$ cat config.mk
export PLATFORM = sky130hd
export DESIGN_NAME = sd_cmd_sched_flat
export DESIGN_NICKNAME = d
export VERILOG_FILES = /design/src/rtl/sd_pkg.sv /design/src/rtl/sd_cmd_sched_if.sv /design/src/rtl/sd_rr_arb.sv /design/src/rtl/sd_cmd_sched.sv /design/src/flat_wrapper.sv
export SDC_FILE = /design/constraint.sdc
export NUM_CORES = 1
export LEC_CHECK = 0
export ABC_AREA = 0
export CAP_MARGIN = 20
export CORE_ASPECT_RATIO = 0.75
export CORE_MARGIN = 2
export CORE_UTILIZATION = 30
export CTS_CLUSTER_DIAMETER = 40
export DETAILED_ROUTE_END_ITERATION = 7
export MAX_ROUTING_LAYER = met4
export PLACE_DENSITY = 0.65
export SETUP_SLACK_MARGIN = 0.5
export SLEW_MARGIN = 5
export SYNTH_ARGS = -nofsm -noshare
export SYNTH_HDL_FRONTEND = slang
export SYNTH_SLANG_ARGS = --single-unit
export TNS_END_PERCENT = 1
$ cat constraint.sdc
create_clock -name sd_clk -period 4.9 [get_ports sd_clk]
set_input_delay 1.47 -clock sd_clk [delete_from_list [all_inputs] [get_ports sd_clk]]
set_output_delay 1.47 -clock sd_clk [all_outputs]
set_load 0.05 [all_outputs]
$ cat src/rtl/sd_pkg.sv
// Shared definitions for the SD command path: command content width and the
// scheduler state encoding (also used for debug taps).
package sd_pkg;

  localparam int unsigned CMD_CONTENT_W = 38;

  typedef enum logic [2:0] {
    StIdle      = 3'd0,
    StIssue     = 3'd1,
    StWaitStart = 3'd2,
    StWaitEnd   = 3'd3,
    StGap       = 3'd4
  } sched_state_e;

endpackage

$ cat src/rtl/sd_cmd_sched_if.sv
// Requester/transmitter-facing signals of the command scheduler. The master
// modport is the scheduler; the slave modport is the requesters plus transmitter.
interface sd_cmd_sched_if #(
  parameter int unsigned NREQ = 4
);
  import sd_pkg::*;

  logic [NREQ-1:0]               req;
  logic [NREQ*CMD_CONTENT_W-1:0] req_cmd;
  logic [NREQ-1:0]               gnt;
  logic [NREQ-1:0]               done;
  logic                          err;
  logic                          send_en;
  logic [CMD_CONTENT_W-1:0]      cmd_content;
  logic                          sending;

  modport master (
    input  req, req_cmd, sending,
    output gnt, done, err, send_en, cmd_content
  );

  modport slave (
    output req, req_cmd, sending,
    input  gnt, done, err, send_en, cmd_content
  );

endinterface

$ cat src/rtl/sd_rr_arb.sv
// Combinational round-robin pick: first requester strictly after last_ptr in
// ascending wrap-around order.
module sd_rr_arb #(
  parameter int unsigned NREQ = 4,
  parameter int unsigned IdxW = $clog2(NREQ)
) (
  input  logic [NREQ-1:0] req,
  input  logic [IdxW-1:0] last_ptr,
  output logic            any,
  output logic [IdxW-1:0] sel_idx
);

  logic [2*NREQ-1:0] req_dbl;
  logic [NREQ-1:0]   req_rot;
  int unsigned       first_off;
  int unsigned       pick;

  always_comb begin
    req_dbl   = {req, req};
    // Bit 0 of req_rot is the requester right after last_ptr.
    req_rot   = NREQ'(req_dbl >> (int'(last_ptr) + 1));
    first_off = 0;
    for (int j = NREQ - 1; j >= 0; j--) begin
      if (req_rot[j]) first_off = j;
    end
    pick = int'(last_ptr) + 1 + first_off;
    if (pick >= NREQ) pick = pick - NREQ;
    any     = |req;
    sel_idx = IdxW'(pick);
  end

endmodule

$ cat src/rtl/sd_cmd_sched.sv
// Round-robin scheduler sharing the SD command transmitter: issues one send
// strobe per grant, tracks the busy flag with a start timeout, then holds an idle gap.
module sd_cmd_sched
  import sd_pkg::*;
#(
  parameter int unsigned NREQ       = 4,
  parameter int unsigned GAP_CYCLES = 8,
  parameter int unsigned START_TO   = 64
) (
  input logic            sd_clk,
  input logic            reset_n,
  sd_cmd_sched_if.master bus
);

  localparam int unsigned     IdxW    = $clog2(NREQ);
  localparam int unsigned     ToW     = $clog2(START_TO);
  localparam int unsigned     GapW    = $clog2(GAP_CYCLES + 1);
  localparam logic [ToW-1:0]  ToLast  = ToW'(START_TO - 1);
  localparam logic [GapW-1:0] GapLast = GapW'(GAP_CYCLES);

  sched_state_e             state_q, state_d;
  logic [IdxW-1:0]          cur_q, cur_d;
  logic [IdxW-1:0]          last_ptr_q, last_ptr_d;
  logic [CMD_CONTENT_W-1:0] cmd_q, cmd_d;
  logic [ToW-1:0]           to_cnt_q, to_cnt_d;
  logic [GapW-1:0]          gap_cnt_q, gap_cnt_d;
  logic [NREQ-1:0]          done_q, done_d;
  logic                     err_q, err_d;

  logic                     arb_any;
  logic [IdxW-1:0]          arb_idx;
  logic [CMD_CONTENT_W-1:0] slot [NREQ];

  sd_rr_arb #(
    .NREQ (NREQ)
  ) u_arb (
    .req      (bus.req),
    .last_ptr (last_ptr_q),
    .any      (arb_any),
    .sel_idx  (arb_idx)
  );

  always_comb begin
    for (int i = 0; i < NREQ; i++) begin
      slot[i] = bus.req_cmd[i*CMD_CONTENT_W +: CMD_CONTENT_W];
    end
  end

  always_comb begin
    state_d    = state_q;
    cur_d      = cur_q;
    last_ptr_d = last_ptr_q;
    cmd_d      = cmd_q;
    to_cnt_d   = to_cnt_q;
    gap_cnt_d  = gap_cnt_q;
    done_d     = '0;
    err_d      = 1'b0;

    case (state_q)
      StIdle: begin
        if (arb_any) begin
          cur_d      = arb_idx;
          last_ptr_d = arb_idx;
          cmd_d      = slot[arb_idx];
          state_d    = StIssue;
        end
      end
      StIssue: begin
        to_cnt_d = '0;
        state_d  = StWaitStart;
      end
      StWaitStart: begin
        // A start seen on the terminal count still wins over the timeout.
        if (bus.sending) begin
          state_d = StWaitEnd;
        end else if (to_cnt_q == ToLast) begin
          err_d         = 1'b1;
          done_d[cur_q] = 1'b1;
          gap_cnt_d     = '0;
          state_d       = StGap;
        end else begin
          to_cnt_d = to_cnt_q + 1'b1;
        end
      end
      StWaitEnd: begin
        if (!bus.sending) begin
          done_d[cur_q] = 1'b1;
          gap_cnt_d     = '0;
          state_d       = StGap;
        end
      end
      StGap: begin
        if (gap_cnt_q == GapLast) begin
          state_d = StIdle;
        end else begin
          gap_cnt_d = gap_cnt_q + 1'b1;
        end
      end
      default: state_d = StIdle;
    endcase
  end

  always_ff @(posedge sd_clk) begin
    if (!reset_n) begin
      state_q    <= StIdle;
      cur_q      <= '0;
      last_ptr_q <= IdxW'(NREQ - 1);
      cmd_q      <= '0;
      to_cnt_q   <= '0;
      gap_cnt_q  <= '0;
      done_q     <= '0;
      err_q      <= 1'b0;
    end else begin
      state_q    <= state_d;
      cur_q      <= cur_d;
      last_ptr_q <= last_ptr_d;
      cmd_q      <= cmd_d;
      to_cnt_q   <= to_cnt_d;
      gap_cnt_q  <= gap_cnt_d;
      done_q     <= done_d;
      err_q      <= err_d;
    end
  end

  always_comb begin
    bus.gnt = '0;
    if (state_q == StIssue || state_q == StWaitStart || state_q == StWaitEnd) begin
      bus.gnt[cur_q] = 1'b1;
    end
  end

  assign bus.send_en     = (state_q == StIssue);
  assign bus.done        = done_q;
  assign bus.err         = err_q;
  assign bus.cmd_content = cmd_q;

endmodule

$ cat src/flat_wrapper.sv
// flat-port wrapper written by rule: the top's interface ports become plain ports
module sd_cmd_sched_flat import sd_pkg::*;
#(
  parameter int unsigned NREQ       = 4,
  parameter int unsigned GAP_CYCLES = 8,
  parameter int unsigned START_TO   = 64
)
  (sd_clk, reset_n, bus_req, bus_req_cmd, bus_sending, bus_gnt, bus_done, bus_err, bus_send_en, bus_cmd_content);
  sd_cmd_sched_if #(.NREQ(NREQ)) bus_i ();
  input logic sd_clk;
  input logic reset_n;
  input wire logic [$bits(bus_i.req)-1:0] bus_req;
  input wire logic [$bits(bus_i.req_cmd)-1:0] bus_req_cmd;
  input wire logic [$bits(bus_i.sending)-1:0] bus_sending;
  output wire logic [$bits(bus_i.gnt)-1:0] bus_gnt;
  output wire logic [$bits(bus_i.done)-1:0] bus_done;
  output wire logic [$bits(bus_i.err)-1:0] bus_err;
  output wire logic [$bits(bus_i.send_en)-1:0] bus_send_en;
  output wire logic [$bits(bus_i.cmd_content)-1:0] bus_cmd_content;
  assign bus_i.req = bus_req;
  assign bus_i.req_cmd = bus_req_cmd;
  assign bus_i.sending = bus_sending;
  assign bus_gnt = bus_i.gnt;
  assign bus_done = bus_i.done;
  assign bus_err = bus_i.err;
  assign bus_send_en = bus_i.send_en;
  assign bus_cmd_content = bus_i.cmd_content;
  sd_cmd_sched #(.NREQ(NREQ), .GAP_CYCLES(GAP_CYCLES), .START_TO(START_TO)) u_core (.sd_clk(sd_clk), .reset_n(reset_n), .bus(bus_i));
endmodule
==> tab_implementation.tex, run 1 <==
\begin{tabular}{lr}
\hline
Metric & Value \\
\hline
\multicolumn{2}{l}{\textbf{Detailed routing}} \\
M1 WL & 5720 µm \\
Number of antenna-violating nets in the routed design & 0 \\
Number of iterations in the first detailed-routing pass & 4 \\
Total met3 wirelength after detailed routing & 649 µm \\
Detailed-routed wire length on met2 & 6070 µm \\
Top sig layer & met4 \\
Post-detailed-routing wire length & 12700 µm \\
Via density per instance & 5.27 \\
First DRT Iteration DRCs & 152 \\
Drc violations & 0 \\
Average wire per standard cell & 15.6 µm \\
Vias after detailed routing & 4269 \\
\multicolumn{2}{l}{\textbf{STA}} \\
PnR worst setup slack & 798 ps \\
Max-slew violations & 0 \\
Final setup violation count & 0 \\
Final-report hold violation count & 0 \\
Unrepaired setup endpoints after global routing & false \\
Headroom to the max-slew limit & 0.528 \\
Setup total negative slack & 0 ps \\
Tcrit/Tclk final & 0.837 \\
Actual transition at the worst max-transition pin & 706 ps \\
Post-layout minimum cycle time & 4100 ps \\
Peak Freq & 244 MHz \\
Worst clock skew & 3.84 ps \\
\multicolumn{2}{l}{\textbf{Synthesis}} \\
Synth Cell Area & 4050 µm² \\
Syn\_area\_per\_cell & 8.95 µm² \\
Count of synthesis-stage warnings from yosys & 0 \\
Area fraction of the dominant cell type after synthesis & 0.297 \\
Top FF cell, synth & dfxtp\_1 \\
Net count of the mapped netlist & 615 \\
Fraction of registers with async set/reset & 0 \\
Gate count of the mapped netlist & 452 \\
Share of synthesized area occupied by flip-flops and latches & 0.297 \\
Library cell with the largest summed area after synthesis & dfxtp\_1 \\
Top cells by area, synth & dfxtp\_1 (30\%), mux2i\_1 (19\%), a221o\_1 (9.2\%) \\
Number of flops mapped to enable cells by yosys & 0 \\
\#FFs+latches synth & 60 \\
Number of distinct standard cells referenced by the synthesized netlist & 46 \\
\multicolumn{2}{l}{\textbf{Critical path}} \\
Reg2reg path depth & 11 \\
List of cells traversed by the critical path & clkdlybuf4s50\_1, nor2\_1, a221oi\_1, a21oi\_1, a211oi\_2, ha\_4, xor2\_1, or4b\_4, buf\_6, o22a\_1, nor2\_1, a221o\_1 \\
Crit-path max FO & 34 \\
Type of the worst setup path & primary input to flop \\
Arrival time of data at the critical path endpoint & 4310 ps \\
Destination of the worst register-to-register timing path & u\_core.bus.cmd\_content[0] \\
Crit path from & bus\_req[1] \\
Critical path endpoint category & flop \\
Reg-to-reg slack, setup & 2090 ps \\
Critical path buffer and inverter count & 2 \\
Dominant delay contributor by cell family on the critical path & compound AO/OA/AOI/OAI gates \\
Worst Setup Start Kind & primary input \\
Number of cells on the critical path & 12 \\
CP max stage cell & clkdlybuf4s50\_1 \\
Endpoint of the worst setup timing path & u\_core.bus.cmd\_content[0] \\
FF-to-FF Start & u\_core.last\_ptr\_q[0] \\
Critical path's largest stage delay & 640 ps \\
Critical path data required time & 5100 ps \\
Most common cell on crit path & nor2\_1 \\
\multicolumn{2}{l}{\textbf{Finish}} \\
Area used by multi-input combinational logic & 2590 µm² \\
Final \#Nets & 797 \\
Area of all sequential standard cells & 1200 µm² \\
Area growth, synth to finish & 61.1\% \\
Count of antenna diodes in the layout & 0 \\
Non-Filler Cell Area, Final & 6520 µm² \\
Share of post-route cells with drive strength above 1 & 0.0610 \\
Post-layout util & 0.499 \\
Most common cell after layout, fill and taps aside & clkdlybuf4s50\_1 \\
Total of fill cells in the finished design & 1189 \\
Commonest non-fill, non-tap cells in the layout & clkdlybuf4s50\_1 (206), mux2i\_1 (77), dfxtp\_1 (60), nor2\_1 (56) \\
\multicolumn{2}{l}{\textbf{Die}} \\
Site Rows & 36 \\
CORE AREA & 13100 µm² \\
Initial cell density of the core & 0.310 \\
Total die area & 14400 µm² \\
Die boundary height & 105 µm \\
Num ports & 207 \\
DIE WIDTH & 138 µm \\
\multicolumn{2}{l}{\textbf{Hold path}} \\
Type of the tightest min-delay check & flop to flop \\
\multicolumn{2}{l}{\textbf{Clocking}} \\
Clk buf depth & 2 \\
CTS tree & yes \\
Deepest level of the CTS H-tree & 3 \\
CTS root buf & clkbuf\_16 \\
Skew-Pair Late Insertion Delay & 320 ps \\
Number of buffers inserted to repair setup after CTS & 0 \\
Number of sinks on the clock net & 60 \\
Clk slew on worst S/H paths & 50 ps \\
Number of CTS-inserted buffers & 9 \\
\multicolumn{2}{l}{\textbf{Placed design}} \\
Number of buffers added on ports & 206 \\
Gp weighted congestion & 0.804 \\
Placed wire-length estimate & 9690 µm \\
Post-placement worst setup slack & 280 ps \\
Placed cell area & 6200 µm² \\
\multicolumn{2}{l}{\textbf{Global routing}} \\
Gr usage total & 0.180 \\
Pin count of the biggest net entering global routing & 45 \\
GRT Residual Overflow & 0 \\
Wire length of the first global-routing pass & 21200 µm \\
Number of antenna violations at the first check in global routing & 0 \\
Vias in the first global route & 4220 \\
\multicolumn{2}{l}{\textbf{Power and ir drop}} \\
Worst ir drop on vdd & 0.425 mV \\
Power per standard cell area & 636 nW/µm² \\
Final Total Pwr & 4.14 mW \\
Static leakage & 2.58 nW \\
\multicolumn{2}{l}{\textbf{Run}} \\
Number of max-capacitance violations reported & 0 \\
\multicolumn{2}{l}{\textbf{Run status}} \\
Run status & finished clean \\
\hline
\end{tabular}
## cells by family after synthesis
logic type,count (synthesis),synth area share
AO/OA/AOI/OAI,139,0.278
AND/OR/NAND/NOR,116,0.137
multiplexers,78,0.193
flip-flops,60,0.297
buffers and inverters,50,0.0714
XOR/XNOR,5,0.0108
adder cells (fa/ha/maj),4,0.0124
## worst min-delay path: cells and delay by family (launching register included)
| kind | cells | cell delay, ps |
|---|---|---|
| compound gates | 1 | 70 |
| flops | 1 | 320 |
| simple gates | 1 | 50 |
## sequential cells by signal, indices dropped and copies added, names as in the netlist
register	flops
u_core.bus.cmd_content	38
u_core.to_cnt_q	6
u_core.bus.done	4
u_core.gap_cnt_q	4
u_core.state_q	3
u_core.cur_q	2
u_core.last_ptr_q	2
u_core.bus.err	1
## power by group
part | internal, mW | total (mW) | switching [mW]
logic | 1.16 | 2.71 | 1.55
registers | 0.670 | 0.796 | 0.126
clock network | 0.419 | 0.640 | 0.220
## worst min-delay path by stage
stage / startpoint / end / slack (ps) / cells after the start
after detailed placement: u_core.bus.cmd_content[16] / u_core.bus.cmd_content[16] / 470 / 2
after global placement: u_core.bus.cmd_content[5] / u_core.bus.cmd_content[5] / 470 / 1
after CTS: u_core.bus.cmd_content[16] / u_core.bus.cmd_content[16] / 480 / 2
final: u_core.bus.cmd_content[16] / u_core.bus.cmd_content[16] / 470 / 2
after global routing: u_core.bus.cmd_content[20] / u_core.bus.cmd_content[20] / 500 / 1
after floorplan: u_core.to_cnt_q[5] / u_core.bus.err / 460 / 2
## Yosys cell counts, types with 2 or more instances
| master | instances |
|---|---|
| o21ai_0 | 5 |
| buf_6 | 6 |
| nand4_1 | 3 |
| a221o_1 | 37 |
| a211oi_1 | 2 |
| nor2b_1 | 7 |
| o22a_1 | 37 |
| dfxtp_1 | 60 |
| nor2_1 | 56 |
| mux2i_1 | 77 |
| nor4_1 | 5 |
| xor2_1 | 4 |
| inv_1 | 5 |
| clkbuf_1 | 12 |
| nand3_1 | 9 |
| nand2b_1 | 6 |
| o22ai_1 | 37 |
| buf_2 | 17 |
| a31o_2 | 3 |
| a21oi_1 | 6 |
| nand2_1 | 16 |
| nor3_1 | 6 |
| ha_1 | 4 |
| buf_4 | 9 |
| and3_1 | 2 |
## cell type report
type,instances,share of cell area
well taps,171,0.0328
inverters,5,0.00288
multi-input cells,342,0.397
flip-flops and latches,60,0.184
clock inverters,4,0.00730
clock buffers,12,0.0394
repair buffers,216,0.336
## what timing repair did
action                     in CTS  in global routing
gates resized for setup         0                  2
setup endpoints to repair       0                 18
hold buffers                    0                  0
## per-layer routing
| layer | up-vias | GRT usage |
|---|---|---|
| met1 | 1990 | 0.220 |
| met3 | 15 | 0.0376 |
| met5 | - | - |
| li1 | 2112 | - |
| met4 | 0 | 0.0532 |
| met2 | 152 | 0.301 |
## stage by stage
stage	hold WS, ps	std cells
4_1_cts	478	810
6_report	472	810
5_1_grt	497	810
3_5_place_dp	466	794
2_1_floorplan	458	452
3_3_place_gp	467	794
Power figures use the tool's default switching activity.
==> run 2, diff against run 1 <==
==> constraint.sdc (replaced) <==
create_clock -name sd_clk -period 4.2 [get_ports sd_clk]
set_input_delay 1.26 -clock sd_clk [delete_from_list [all_inputs] [get_ports sd_clk]]
set_output_delay 1.26 -clock sd_clk [all_outputs]
set_load 0.05 [all_outputs]
==> tab_implementation.tex, run 2 (synthesis gave the netlist of run 1 again) <==
\begin{tabular}{lr}
\hline
Metric & Value \\
\hline
\multicolumn{2}{l}{\textbf{Run status}} \\
Run status & finished clean \\
\multicolumn{2}{l}{\textbf{Power and ir drop}} \\
Cell internal pwr & 2.66 mW (+18\%) \\
Combinational share of power & 0.675 (+0.021) \\
Register share of total power & 0.189 (-0.003) \\
Clock network fraction of total power & 0.136 (-0.018) \\
Worst ir drop on vdd & 0.323 mV (-24\%) \\
Fraction of power spent switching nets & 0.459 (+0.00107) \\
Final Total Pwr & 4.92 mW (+19\%) \\
Static leakage & 2.73 nW (+5.6\%) \\
Power per standard cell area & 731 nW/µm² (+15\%) \\
Net switching power figure & 2.26 mW (+19\%) \\
\multicolumn{2}{l}{\textbf{Placed design}} \\
Placed cell area & 6280 µm² (+1.2\%) \\
Placed wire-length estimate & 9910 µm (+2.3\%) \\
Gp weighted congestion & 0.899 (+12\%) \\
Number of buffers added on ports & 206 (unchanged) \\
\multicolumn{2}{l}{\textbf{Die}} \\
Total die area & 14400 µm² (unchanged) \\
DIE WIDTH & 138 µm (unchanged) \\
Initial cell density of the core & 0.310 (unchanged) \\
Die boundary height & 105 µm (unchanged) \\
CORE AREA & 13100 µm² (unchanged) \\
Site Rows & 36 (unchanged) \\
Num ports & 207 (unchanged) \\
\multicolumn{2}{l}{\textbf{STA}} \\
Unrepaired setup endpoints after global routing & false \\
Peak Freq & 289 MHz \\
Headroom to the max-slew limit & 0.607 (+0.0789) \\
Max-slew violations & 0 (unchanged) \\
Post-layout minimum cycle time & 3460 ps \\
Final-report hold violation count & 0 (unchanged) \\
Setup total negative slack & 0 ps (unchanged) \\
Actual transition at the worst max-transition pin & 585 ps (-121 ps) \\
Tcrit/Tclk final & 0.824 \\
Worst clock skew & 4.69 ps (+0.850 ps) \\
Final setup violation count & 0 (unchanged) \\
\multicolumn{2}{l}{\textbf{Critical path}} \\
Arrival time of data at the critical path endpoint & 2200 ps (-2110 ps) \\
Critical path data required time & 2940 ps (-2160 ps) \\
Type of the worst setup path & flop to output pin \\
Critical path endpoint category & output pin \\
CP max stage cell & clkdlybuf4s50\_1 \\
FF-to-FF Start & u\_core.last\_ptr\_q[0] \\
Critical path's largest stage delay & 800 ps (+160 ps) \\
Worst Setup Start Kind & flop \\
Crit-path max FO & 14 (-59\%) \\
List of cells traversed by the critical path & or3b\_2, inv\_1, clkdlybuf4s50\_1 \\
Crit path from & u\_core.state\_q[2] \\
\multicolumn{2}{l}{\textbf{Global routing}} \\
Pin count of the biggest net entering global routing & 41 (-8.9\%) \\
Number of antenna violations at the first check in global routing & 0 (unchanged) \\
Wire length of the first global-routing pass & 20800 µm (-1.8\%) \\
Gr usage total & 0.179 (-0.000868) \\
GRT Residual Overflow & 0 (unchanged) \\
Vias in the first global route & 4093 (-3.0\%) \\
\multicolumn{2}{l}{\textbf{Finish}} \\
Post-layout util & 0.515 (+0.0164) \\
Number of flip-flops in the largest register & 38 (unchanged) \\
Count of antenna diodes in the layout & 0 (unchanged) \\
Final \#Nets & 809 (+1.5\%) \\
Commonest non-fill, non-tap cells in the layout & clkdlybuf4s50\_1 (202), mux2i\_1 (76), dfxtp\_1 (60), nor2\_1 (55) \\
Total of fill cells in the finished design & 1186 (-0.25\%) \\
Non-Filler Cell Area, Final & 6730 µm² (+3.3\%) \\
Share of post-route cells with drive strength above 1 & 0.0862 (+0.0251) \\
Most common cell after layout, fill and taps aside & clkdlybuf4s50\_1 \\
Area growth, synth to finish & 66.4\% \\
\multicolumn{2}{l}{\textbf{Clocking}} \\
Number of CTS-inserted buffers & 9 (unchanged) \\
Clk slew on worst S/H paths & 50 ps (about the same) \\
Number of sinks on the clock net & 60 (unchanged) \\
Deepest level of the CTS H-tree & 3 (unchanged) \\
Skew-Pair Late Insertion Delay & 320 ps (about the same) \\
Clk buf depth & 2 (unchanged) \\
Number of buffers inserted to repair setup after CTS & 0 (unchanged) \\
CTS tree & yes \\
CTS root buf & clkbuf\_16 \\
\multicolumn{2}{l}{\textbf{Detailed routing}} \\
Number of antenna-violating nets in the routed design & 0 (unchanged) \\
Post-detailed-routing wire length & 13700 µm (+8.2\%) \\
Drc violations & 0 (unchanged) \\
Average wire per standard cell & 16.7 µm (+6.8\%) \\
Via density per instance & 5.38 (+2.1\%) \\
Number of iterations in the first detailed-routing pass & 4 (unchanged) \\
Vias after detailed routing & 4417 (+3.5\%) \\
First DRT Iteration DRCs & 212 (+39\%) \\
\multicolumn{2}{l}{\textbf{Hold path}} \\
Hold Startpoint & u\_core.bus.cmd\_content[16] \\
Type of the tightest min-delay check & flop to flop \\
\multicolumn{2}{l}{\textbf{Run}} \\
Number of max-capacitance violations reported & 0 (unchanged) \\
\hline
\end{tabular}
[run 2: cell count changes in the layout (fill, tap and decap cells not counted), moves of 3 or more]
| cell | delta |
|---|---|
| buf_4 | +5 |
| clkbuf_16 | +6 |
| clkdlybuf4s50_1 | -4 |
| dlymetal6s2s_1 | +3 |
[run 2: worst max-delay path: cells and delay by family (launching register included)]
kind	cells	cell delay [ps]
buffers and inverters	2	880
DFF	1	440
and+or+nand+nor	1	550
[run 2: metal layers]
layer	vias to the layer above	global-route usage	part of all wire
met2	170	0.290	0.48
met3	19	0.0495	0.066
met4	0	0.0532	0.017
met1	2082	0.219	0.44
li1	2146	-	-
met5	-	-	0
[run 2: stage by stage]
| step | setup WS (ps) | instances | hold WS [ps] |
|---|---|---|---|
| after detailed placement | 20.9 | 800 | 472 |
| after floorplan | 635 | 452 | 458 |
| after CTS | 513 | 815 | 486 |
| after global routing | 627 | 821 | 497 |
| final | 738 | 821 | 478 |
| after global placement | 91.5 | 800 | 468 |
[run 2: cell type report]
class,count,area (µm²),area share
multi-input combinational,342,2620,0.389
inverter,5,18.8,0.00279
tap,171,214,0.0318
timing repair buffer,228,2410,0.358
clock buffer,13,260,0.0387
clock inverter,2,10.0,0.00149
sequential,60,1200,0.178
[run 2: final timing paths]
| path | slack (ps) | cells after the start | to |
|---|---|---|---|
| worst max register to register | 1390 | 10 | u_core.bus.cmd_content[28] |
| worst max-delay path | 740 | 3 | bus_send_en |
| worst min-delay path | 480 | 2 | u_core.bus.cmd_content[16] |
| worst min register to register | 480 | 2 | u_core.bus.cmd_content[16] |
[run 2: power by group through the flow]
stage               sequential, mW  clock (mW)  combinational, mW
floorplan                     1.54           0               1.69
global placement             0.921           0               3.16
global route                 0.953       0.717               3.53
CTS                          0.923       0.690               3.26
detailed placement           0.928           0               3.24
finish                       0.931       0.668               3.32
[run 2: what timing repair did]
item | CTS | global route
pin swaps | 0 | 4
setup endpoints to repair | 37 | 37
hold buffers | 0 | 0
gates cloned | 0 | 6
resized for setup | 3 | 9
